<file path="src/rtl/input_cond_pkg.sv">
// Shared types and constants for the push-button / slide-switch conditioner.
package input_cond_pkg;

  typedef enum logic {
    IDLE  = 1'b0,
    COUNT = 1'b1
  } deb_state_t;

  localparam int   DEB_CYCLES_50MHZ_10MS = 500000;
  localparam logic BTN_IDLE              = 1'b1;
  localparam logic SW_IDLE               = 1'b0;

endpackage

</file>
<file path="src/rtl/debounce_bit.sv">
// One input bit: 2-flop synchroniser, stability counter FSM, clean level plus
// registered rise/fall pulses coincident with the level change.
module debounce_bit
  import input_cond_pkg::*;
#(
  parameter int   DEBOUNCE_CYCLES = DEB_CYCLES_50MHZ_10MS,
  parameter logic IDLE_LEVEL      = 1'b0
) (
  input  logic clk,
  input  logic srst,
  input  logic raw,
  output logic level,
  output logic rise,
  output logic fall
);

  localparam int             CW      = $clog2(DEBOUNCE_CYCLES + 1);
  localparam logic [CW-1:0]  CNT_MAX = CW'(DEBOUNCE_CYCLES);

  logic          sync1_reg, sync2_reg;
  deb_state_t    state_reg, state_next;
  logic [CW-1:0] cnt_reg, cnt_next;
  logic          level_reg, level_next;
  logic          rise_reg, rise_next;
  logic          fall_reg, fall_next;

  always_ff @(posedge clk) begin
    if (srst) begin
      sync1_reg <= IDLE_LEVEL;
      sync2_reg <= IDLE_LEVEL;
      state_reg <= IDLE;
      cnt_reg   <= '0;
      level_reg <= IDLE_LEVEL;
      rise_reg  <= 1'b0;
      fall_reg  <= 1'b0;
    end else begin
      sync1_reg <= raw;
      sync2_reg <= sync1_reg;
      state_reg <= state_next;
      cnt_reg   <= cnt_next;
      level_reg <= level_next;
      rise_reg  <= rise_next;
      fall_reg  <= fall_next;
    end
  end

  always_comb begin
    state_next = state_reg;
    cnt_next   = cnt_reg;
    level_next = level_reg;
    rise_next  = 1'b0;
    fall_next  = 1'b0;
    case (state_reg)
      IDLE: begin
        if (sync2_reg != level_reg) begin
          state_next = COUNT;
          cnt_next   = CW'(1);
        end else begin
          cnt_next = '0;
        end
      end
      COUNT: begin
        if (sync2_reg == level_reg) begin
          // Input bounced back before the count completed: discard it.
          state_next = IDLE;
          cnt_next   = '0;
        end else if (cnt_reg == CNT_MAX) begin
          level_next = ~level_reg;
          rise_next  = ~level_reg;
          fall_next  = level_reg;
          state_next = IDLE;
          cnt_next   = '0;
        end else begin
          cnt_next = cnt_reg + CW'(1);
        end
      end
      default: begin
        state_next = IDLE;
        cnt_next   = '0;
      end
    endcase
  end

  assign level = level_reg;
  assign rise  = rise_reg;
  assign fall  = fall_reg;

endmodule

</file>
<file path="src/rtl/input_conditioner.sv">
// Debounces the DE10-Lite keys and switches into clean levels for the PIOs,
// plus per-bit press/release/change pulses and a delayed any-event flag.
module input_conditioner
  import input_cond_pkg::*;
#(
  parameter int DEBOUNCE_CYCLES = DEB_CYCLES_50MHZ_10MS,
  parameter int BTN_W           = 4,
  parameter int SW_W            = 10
) (
  input  logic             clk_clk,
  input  logic             reset_reset,
  input  logic [BTN_W-1:0] btn_raw_n,
  input  logic [SW_W-1:0]  sw_raw,
  output logic [BTN_W-1:0] btn_level,
  output logic [SW_W-1:0]  sw_level,
  output logic [BTN_W-1:0] btn_press,
  output logic [BTN_W-1:0] btn_release,
  output logic [SW_W-1:0]  sw_change,
  output logic             any_event
);

  logic [SW_W-1:0] sw_rise;
  logic [SW_W-1:0] sw_fall;
  logic            any_event_reg;

  // Keys are active-low, so a falling debounced level is a press.
  generate
    for (genvar gi = 0; gi < BTN_W; gi++) begin : g_btn
      debounce_bit #(
        .DEBOUNCE_CYCLES(DEBOUNCE_CYCLES),
        .IDLE_LEVEL     (BTN_IDLE)
      ) u_deb (
        .clk  (clk_clk),
        .srst (reset_reset),
        .raw  (btn_raw_n[gi]),
        .level(btn_level[gi]),
        .rise (btn_release[gi]),
        .fall (btn_press[gi])
      );
    end

    for (genvar gi = 0; gi < SW_W; gi++) begin : g_sw
      debounce_bit #(
        .DEBOUNCE_CYCLES(DEBOUNCE_CYCLES),
        .IDLE_LEVEL     (SW_IDLE)
      ) u_deb (
        .clk  (clk_clk),
        .srst (reset_reset),
        .raw  (sw_raw[gi]),
        .level(sw_level[gi]),
        .rise (sw_rise[gi]),
        .fall (sw_fall[gi])
      );
    end
  endgenerate

  assign sw_change = sw_rise | sw_fall;

  always_ff @(posedge clk_clk) begin
    if (reset_reset) begin
      any_event_reg <= 1'b0;
    end else begin
      any_event_reg <= |{btn_press, btn_release, sw_change};
    end
  end

  assign any_event = any_event_reg;

endmodule
</file>
<file path="config.mk">
export PLATFORM = sky130hd
export DESIGN_NAME = input_conditioner
export DESIGN_NICKNAME = d
export VERILOG_FILES = /design/src/rtl/input_cond_pkg.sv /design/src/rtl/debounce_bit.sv /design/src/rtl/input_conditioner.sv
export SDC_FILE = /design/constraint.sdc
export NUM_CORES = 1
export LEC_CHECK = 0
export CORE_AREA = 2 2 190 192
export CTS_BUF_LIST = sky130_fd_sc_hd__clkbuf_4
export DETAILED_ROUTE_END_ITERATION = 10
export DIE_AREA = 0 0 192 194
export PLACE_DENSITY = 0.65
export SLEW_MARGIN = 10
export SYNTH_ARGS = -nofsm -noshare
export SYNTH_HDL_FRONTEND = slang
export SYNTH_SLANG_ARGS = --single-unit
</file>
<file path="constraint.sdc">
create_clock -name clk_clk -period 3.25 [get_ports clk_clk]
set_input_delay 0.65 -clock clk_clk [delete_from_list [all_inputs] [get_ports clk_clk]]
set_output_delay 0.65 -clock clk_clk [all_outputs]
set_load 0.01 [all_outputs]
</file>
# Word-level counts from Yosys, hierarchy flattened
# Index checks and enable logic that the tools add are counted.
totals:
  regBits: 351
  inputBits: 16
  out_inout_bits: 33
  elab_cells: 353
op_classes:
  n_addsub: 14
  n_eq_ne: 42
  muxes: 112
  bitwise: 57
  n_reduce_logical: 29
op_table:
  columns: ["op", "n"]
  rows:
  - ["19-bit 2-to-1 mux", 28]
  - ["19-bit case mux with 2 select lines", 14]
  - ["19-bit by 1-bit adder with 19-bit output, second input constant", 14]
  - ["19-bit == test, second input constant", 14]
  - ["1-bit 2-to-1 mux", 56]
  - ["1-bit NOT", 56]
  - ["4-bit OR reduction", 14]
  - ["3-bit AND reduction", 14]
  - ["1-bit case mux with 2 select lines", 14]
  - ["18-bit OR reduction", 1]
  - ["1-bit == test", 14]
  - ["1-bit inequality test", 14]
  - ["10-bit bitwise OR", 1]

# Logic depth before layout (Yosys ltp)
# Gate-level depths: netlist of run 1.
logic_depth:
  word_depth: 4
  ltp_mapped: 8
  depth_no_buf: 6

# By module
# Synthesis of run 1 repeated with hierarchy kept, for this count alone.
hier_totals:
  hier_cells: 1825
  hier_area_um2: 16075.4
by_module_without_submodules:
  columns: ["mod", "n_inst", "cells_per_inst", "area_each_um2", "seq_area_each_um2"]
  rows:
  - ["debounce_bit at g_sw[0].u_deb ...", 9, 133, 1157.4, 500.5]
  - ["debounce_bit at g_btn[0].u_deb ...", 4, 121, 1106.1, 500.5]
  - ["debounce_bit at g_sw[9].u_deb", 1, 124, 1093.5, 500.5]
  - ["input_conditioner", 1, 20, 141.4, 20.0]

# Worst setup path after synthesis of run 1
# No wires, ideal clock.
synth_path:
  kind: "register to register"
  startpoint: "register g_btn[3].u_deb.cnt_reg[10]"
  endpoint: "register g_btn[3].u_deb.level_reg"
  setup_ps: 120
  arrival_time_ps: 1995
  required_time_ps: 3130
  path_slack_ps: 1136
  path_stages_with_launch: 5
  path_buffers: 0
  period_less_slack_ps: 2114
  cell_sequence: "dfxtp_1 -> or4_1 -> or4_4 -> or3_4 -> a211o_1"
synth_via:
  elab_chain_len: 2
synth_lines:
  columns: ["item", "line", "text"]
  rows:
  - ["from (decl)", "debounce_bit.sv:22", "logic [CW-1:0] cnt_reg, cnt_next;"]
  - ["from (signal assigned)", "debounce_bit.sv:40", "cnt_reg <= cnt_next;"]
  - ["19-bit == test", "debounce_bit.sv:67", "end else if (cnt_reg == CNT_MAX) begin"]
  - ["3-bit AND reduction (no line)", null, null]
  - ["to (signal assigned)", "debounce_bit.sv:41", "level_reg <= level_next;"]
  - ["to (decl)", "debounce_bit.sv:23", "logic level_reg, level_next;"]
# No other way between the ends.
# A chain may end at the register's enable or synchronous reset.

# Final worst setup path of run 1
layout_path:
  startpoint: "register g_sw[4].u_deb.fall_reg"
  endpoint: "output port sw_change[4]"
layout_via:
  elab_chain_len: 1
layout_lines:
  columns: ["item", "line", "text"]
  rows:
  - ["from (decl)", "debounce_bit.sv:25", "logic fall_reg, fall_next;"]
  - ["from (signal assigned)", "debounce_bit.sv:43", "fall_reg <= fall_next;"]
  - ["10-bit bitwise OR", "input_conditioner.sv:57", "assign sw_change = sw_rise | sw_fall;"]
  - ["to (decl)", "input_conditioner.sv:18", "output logic [SW_W-1:0] sw_change,"]
# No other way between the ends.

==> flow_metrics.py, run 1 <==
metrics = {
    "logic_synthesis": {
        "synth_edf_count": 0,
        "synthCells": 1763,
        "synthMuxAreaShare": 0.00129,
        "synth_top_family_by_area": "simple AND/OR/NAND/NOR gates",
        "synth_top_flop_cell": "dfxtp_1",
        "syn_avg_cell_area_sq_um": 8.83,
        "ys_seq_area_frac": 0.451,
        "synthArstFlopShare": 0,
        "netlist_area_sq_um": 15600,
        "ys_seq_elements": 351,
        "synth_compound_area_frac": 0.0791,
        "syn_nets": 1807,
        "yosysWarningCount": 0,
        "synth-xor-area-share": 0.0996,
        "yosys.area_share.adder": 0.0225,
        "yosysUniqueCellTypes": 55,
        "yosys.area_share.simple": 0.303,
    },
    "layout": {
        "regArea_sq_um": 7030,
        "utilization": 0.493,
        "mostFrequentLayoutCell": "dfxtp_1",
        "final_area_sq_um": 17400,
        "drive_gt1_frac": 0.0968,
        "multi_input_area_sq_um": 7870,
        "syn2layout_area_growth_pct": 11.6,
        "fin_cells": 2362,
        "fin_nets": 1885,
        "n_fill_cell": 3441,
        "layout_common_cells": "dfxtp_1, nor2_1, clkbuf_4",
        "largest_reg_flops": 190,
    },
    "routing": {
        "first_iter_violations": 635,
        "drc": 0,
        "first_pass_iters": 5,
        "vias": 12519,
        "wl_per_cell_microns": 13.1,
        "ant_nets": 0,
        "finalWirelength_microns": 30900,
        "via_per_inst": 5.30,
    },
    "floorplan": {
        "core_sq_um": 35200,
        "ios": 49,
        "die_area_sq_um": 37200,
        "die_h_microns": 194,
        "floorplan.initialDensity": 0.442,
        "die-width_microns": 192,
        "fp-row-count": 69,
    },
    "place": {
        "dp_hpwl_microns": 21200,
        "dp_cells": 2208,
        "io_buffers": 48,
        "place_congestion": 0.813,
        "dpl-instance-area_sq_um": 16300,
    },
    "pwr": {
        "power_leakage_uw": 0.00534,
        "p_total_uw": 7980,
        "p_seq_frac": 0.544,
        "sw_frac_of_total": 0.224,
        "combPwrFrac": 0.011,
        "internal-power_uw": 6190,
        "worst_ir_drop_vdd_mv": 0.212,
        "clockPowerShare": 0.444,
        "p_per_area_nw_per_um2": 459,
        "switchingPower_uw": 1790,
    },
    "setup_path": {
        "required_ns": 2.60,
        "worstPathArrival_ns": 1.86,
        "path_cells": "or2_2 > clkdlybuf4s50_1",
        "worstSetupEndpointType": "output port",
        "critPathLaunchType": "flip-flop",
        "worstPathMaxFanout": 2,
        "cp_slowest_stage_delay_ns": 0.53,
        "path_class": "flip-flop to output port",
        "cp_slowest_cell": "clkdlybuf4s50_1",
    },
    "timing": {
        "hold_viol_final": 0,
        "slew_headroom": 0.472,
        "setup_viol": 0,
        "max_freq_mhz": 399,
        "fin_skew_ns": 0.0297,
        "report.final.slew_viol_count": 0,
        "rsz0062_at_grt": "no",
        "tightest_slew_ns": 0.791,
        "tns_ns": 0,
        "min_period_over_period": 0.772,
        "fin_crit_ns": 2.51,
    },
    "grt": {
        "grt-ovfl-total": 0,
        "grt_max_degree": 31,
        "grt_pass1_wl_microns": 54500,
        "grt_use_total": 0.172,
        "grt_pass1_vias": 11990,
        "antenna_found_initial": 1,
    },
    "clock_network": {
        "clockBufferDepth": 3,
        "cts_made_buffers": 92,
        "clk-insertion-delay-late_ns": 0.73,
        "cts_tree": "built",
        "cts_root_buf": "clkbuf_4",
        "cts_setup_buffers": 0,
        "cts_resized": 0,
        "cts_hold_buf": 0,
        "cts_max_level": 3,
        "clock-sinks": 351,
        "clk_transition_reported_paths_ns": 0.06,
    },
    "flow_run": {
        "maxCapViolCount": 0,
    },
    "status": {
        "status": "completed",
    },
    "min_path": {
        "holdCritPathClass": "input port to flip-flop",
    },
}
critical path, delay by kind of cell, from the launching register on:
| family | cells | cell delay (ns) |
|---|---|---|
| buf+inv | 1 | 0.53 |
| flops | 1 | 0.29 |
| simple gates | 1 | 0.31 |
cells in the mapped netlist, drive strengths merged, types with 2 or more instances:
cell type	count	area, sq um
nor3	52	260
a21boi	2	15.0
a21o	9	67.6
or4b	12	120
o31ai	35	263
and4b	2	20.0
a211oi	5	37.5
or2	23	144
nand4b	3	26.3
nor2	213	800
nand4	77	482
a41o	2	20.0
nand3b	6	45.0
inv	81	304
and4	41	359
a31oi	2	12.5
or4bb	4	45.0
and2	12	75.1
ha	28	350
or3	39	249
mux2i	2	20.0
dfxtp	351	7030
xor2	97	850
xnor2	80	701
a21oi	85	425
nor2b	25	156
nand2	94	353
o211ai	5	52.6
nand3	95	475
o21ai	43	219
or4	46	357
nand2b	22	138
a211o	6	52.6
nor4	33	206
clkbuf	36	135
and3	26	163
nor4b	21	184
buf	35	236
a31o	2	17.5
nor4bb	3	30.0
o2111ai	2	23.8
and3b	2	17.5
cells by family after synthesis:
| logic type | Yosys count |
|---|---|
| and+or+nand+nor | 852 |
| DFF | 351 |
| AOI/OAI and AO/OA | 201 |
| xor gates and xnor gates | 177 |
| buffers and inverters | 152 |
| adders and majority gates | 28 |
| muxes | 2 |
stage by stage:
step / setup WS (ns) / hold WS [ns]
floorplan: 1.14 / 0.389
global placement: 0.898 / 0.396
detailed placement: 0.868 / 0.396
CTS: 0.622 / 0.266
global route: 0.607 / 0.299
finish: 0.741 / 0.349
layout make-up:
cell class	instances	area share
multi-input combinational	1260	0.453
sequential	351	0.404
clock buffer	130	0.0562
tap	461	0.0332
timing repair buffer	55	0.0305
inverter	81	0.0175
clock inverter	23	0.00533
antenna	1	0.000144
power by group through the flow:
stage | Combinational, uW | Clock [uW] | Sequential (uW)
after floorplan | 55.9 | 0 | 4440
after global placement | 90.7 | 0 | 4440
after global routing | 104 | 3970 | 4340
after detailed placement | 92.5 | 0 | 4440
final | 90.7 | 3550 | 4340
after CTS | 92.8 | 3730 | 4340
layer usage:
layer  up-vias  global-route usage  part of all wire
li1       6441                   -                 -
met1      5876               0.221              0.48
met2       166               0.278              0.46
met3        36              0.0422             0.041
met4         0              0.0653             0.015
met5         -                   0                 0
path summary, 6_finish.rpt:
| kind | from | end | slack, ns | cells past startpoint |
|---|---|---|---|---|
| max | g_sw[4].u_deb.fall | sw_change[4] | 0.74 | 2 |
| min | reset_reset | g_sw[3].u_deb.sync2_reg | 0.35 | 2 |
| max reg2reg | g_sw[8].u_deb.cnt_reg[5] | g_sw[8].u_deb.cnt_reg[12] | 0.87 | 4 |
| min reg2reg | g_btn[0].u_deb.sync1_reg | g_btn[0].u_deb.sync2_reg | 0.41 | 1 |
(Power assumes the default switching activity.)
==> run 2: changes to the inputs <==
==> constraint.sdc (replaced) <==
create_clock -name clk_clk -period 2.47 [get_ports clk_clk]
set_input_delay 0.494 -clock clk_clk [delete_from_list [all_inputs] [get_ports clk_clk]]
set_output_delay 0.494 -clock clk_clk [all_outputs]
set_load 0.01 [all_outputs]
==> run 2 against run 1 <==
- register-to-register slack got worse by 0.57 ns
- routed wire length rose by 0.34%
- sequential cell count stayed put
- via count grew 0.42%
- die area unchanged
- worst setup slack got worse by 0.65 ns
- largest power group unchanged
==> flow_metrics.py, run 2 (synthesized netlist as in run 1, its figures left out) <==
metrics = {
    "status": {
        "status": "completed",
    },
    "clock_network": {
        "clock-sinks": 351,
        "clk-insertion-delay-late_ns": 0.77,
        "cts_root_buf": "clkbuf_4",
        "cts_hold_buf": 0,
        "clk_transition_reported_paths_ns": 0.06,
        "cts_made_buffers": 93,
        "cts_tree": "built",
        "clockBufferDepth": 3,
        "cts_max_level": 3,
    },
    "layout": {
        "mostFrequentLayoutCell": "dfxtp_1",
        "fin_nets": 1901,
        "largest_reg_flops": 190,
        "n_fill_cell": 3380,
        "final_area_sq_um": 17600,
        "syn2layout_area_growth_pct": 13.1,
        "drive_gt1_frac": 0.109,
        "utilization": 0.500,
        "layout_common_cells": "dfxtp_1, nor2_1, clkbuf_4",
    },
    "timing": {
        "tns_ns": 0,
        "setup_viol": 0,
        "rsz0062_at_grt": "no",
        "report.final.slew_viol_count": 0,
        "tightest_slew_ns": 0.671,
        "min_period_over_period": 0.964,
        "max_freq_mhz": 420,
        "hold_viol_final": 0,
        "slew_headroom": 0.548,
        "fin_skew_ns": 0.0572,
        "fin_crit_ns": 2.38,
    },
    "routing": {
        "ant_nets": 0,
        "via_per_inst": 5.27,
        "wl_per_cell_microns": 13.0,
        "vias": 12572,
        "first_iter_violations": 552,
        "drc": 0,
        "finalWirelength_microns": 31000,
        "first_pass_iters": 4,
    },
    "setup_path": {
        "worstPathArrival_ns": 1.89,
        "required_ns": 1.98,
        "critPathLaunchType": "flip-flop",
        "path_class": "flip-flop to output port",
        "worstSetupEndpointType": "output port",
        "worstPathMaxFanout": 2,
    },
    "floorplan": {
        "core_sq_um": 35200,
        "ios": 49,
        "die_h_microns": 194,
        "die-width_microns": 192,
        "die_area_sq_um": 37200,
        "fp-row-count": 69,
        "floorplan.initialDensity": 0.442,
    },
    "place": {
        "dp_hpwl_microns": 21200,
        "place_congestion": 0.807,
        "dpl-instance-area_sq_um": 16400,
        "io_buffers": 48,
    },
    "grt": {
        "grt_pass1_wl_microns": 54200,
        "grt-ovfl-total": 0,
        "grt_max_degree": 29,
        "grt_pass1_vias": 12167,
        "grt_use_total": 0.171,
        "antenna_found_initial": 1,
    },
    "pwr": {
        "power_leakage_uw": 0.00548,
        "p_per_area_nw_per_um2": 621,
        "worst_ir_drop_vdd_mv": 0.268,
    },
    "min_path": {
        "holdCritPathClass": "input port to flip-flop",
    },
    "flow_run": {
        "maxCapViolCount": 0,
    },
}
-- run 2: changes by cell type in the layout (fill, tap and decap cells not counted), sizes merged --
cell           change
clkdlybuf4s50      -2
buf               +15
inv                -3
dlygate4sd2        +2
clkbuf            +11
clkinv             -3
bufinv             +2
-- run 2: routing by layer --
metal | wire [microns] | up-vias | track usage
met1 | 14600 | 5826 | 0.216
li1 | - | 6492 | -
met2 | 14400 | 189 | 0.281
met5 | 0 | - | 0
met3 | 1230 | 65 | 0.0371
met4 | 733 | 0 | 0.0704
-- run 2: critical path, cell delays in order, from the launching register on --
cell and delay (ns):
dfxtp_1 0.29, or2_2 0.32, clkdlybuf4s50_1 0.53
-- run 2: what timing repair did --
action | in CTS | in global routing
setup endpoints to repair | 2 | 0
buffers inserted | 0 | 0
gates resized for setup | 2 | 0
-- run 2: final timing paths --
check	start	to	slack (ns)	cells past startpoint
max	g_sw[4].u_deb.fall	sw_change[4]	0.09	2
min	reset_reset	g_sw[1].u_deb.sync2_reg	0.14	2
max reg2reg	g_btn[3].u_deb.cnt_reg[10]	g_btn[3].u_deb.level	0.30	4
min reg2reg	g_btn[1].u_deb.sync1_reg	g_btn[1].u_deb.sync2_reg	0.40	1
-- run 2: metrics by stage --
step	hold slack (ns)	total power [uW]	cells	worst slack [ns]
final	0.139	10900	2384	0.0899
after global routing	0.0997	11500	2384	0.0131
after floorplan	0.389	5910	1763	0.356
after global placement	0.394	5960	2223	0.297
after detailed placement	0.395	5970	2223	0.273
after CTS	0.0659	11200	2383	0.00560
-- run 2: power by group --
group / internal, uW / total (uW) / switching (uW)
combinational: 59.1 / 120 / 61.3
sequential: 5690 / 5720 / 23.4
clock: 2790 / 5100 / 2320
-- run 2: cell type report --
type / count / area [sq um] / area share
tap: 461 / 577 / 0.0328
antenna: 1 / 2.50 / 0.000142
inverter: 81 / 304 / 0.0173
multi-input combinational: 1260 / 7870 / 0.447
clock inverter: 19 / 130 / 0.00739
timing repair buffer: 70 / 641 / 0.0364
sequential: 351 / 7030 / 0.399
clock buffer: 141 / 1060 / 0.0601
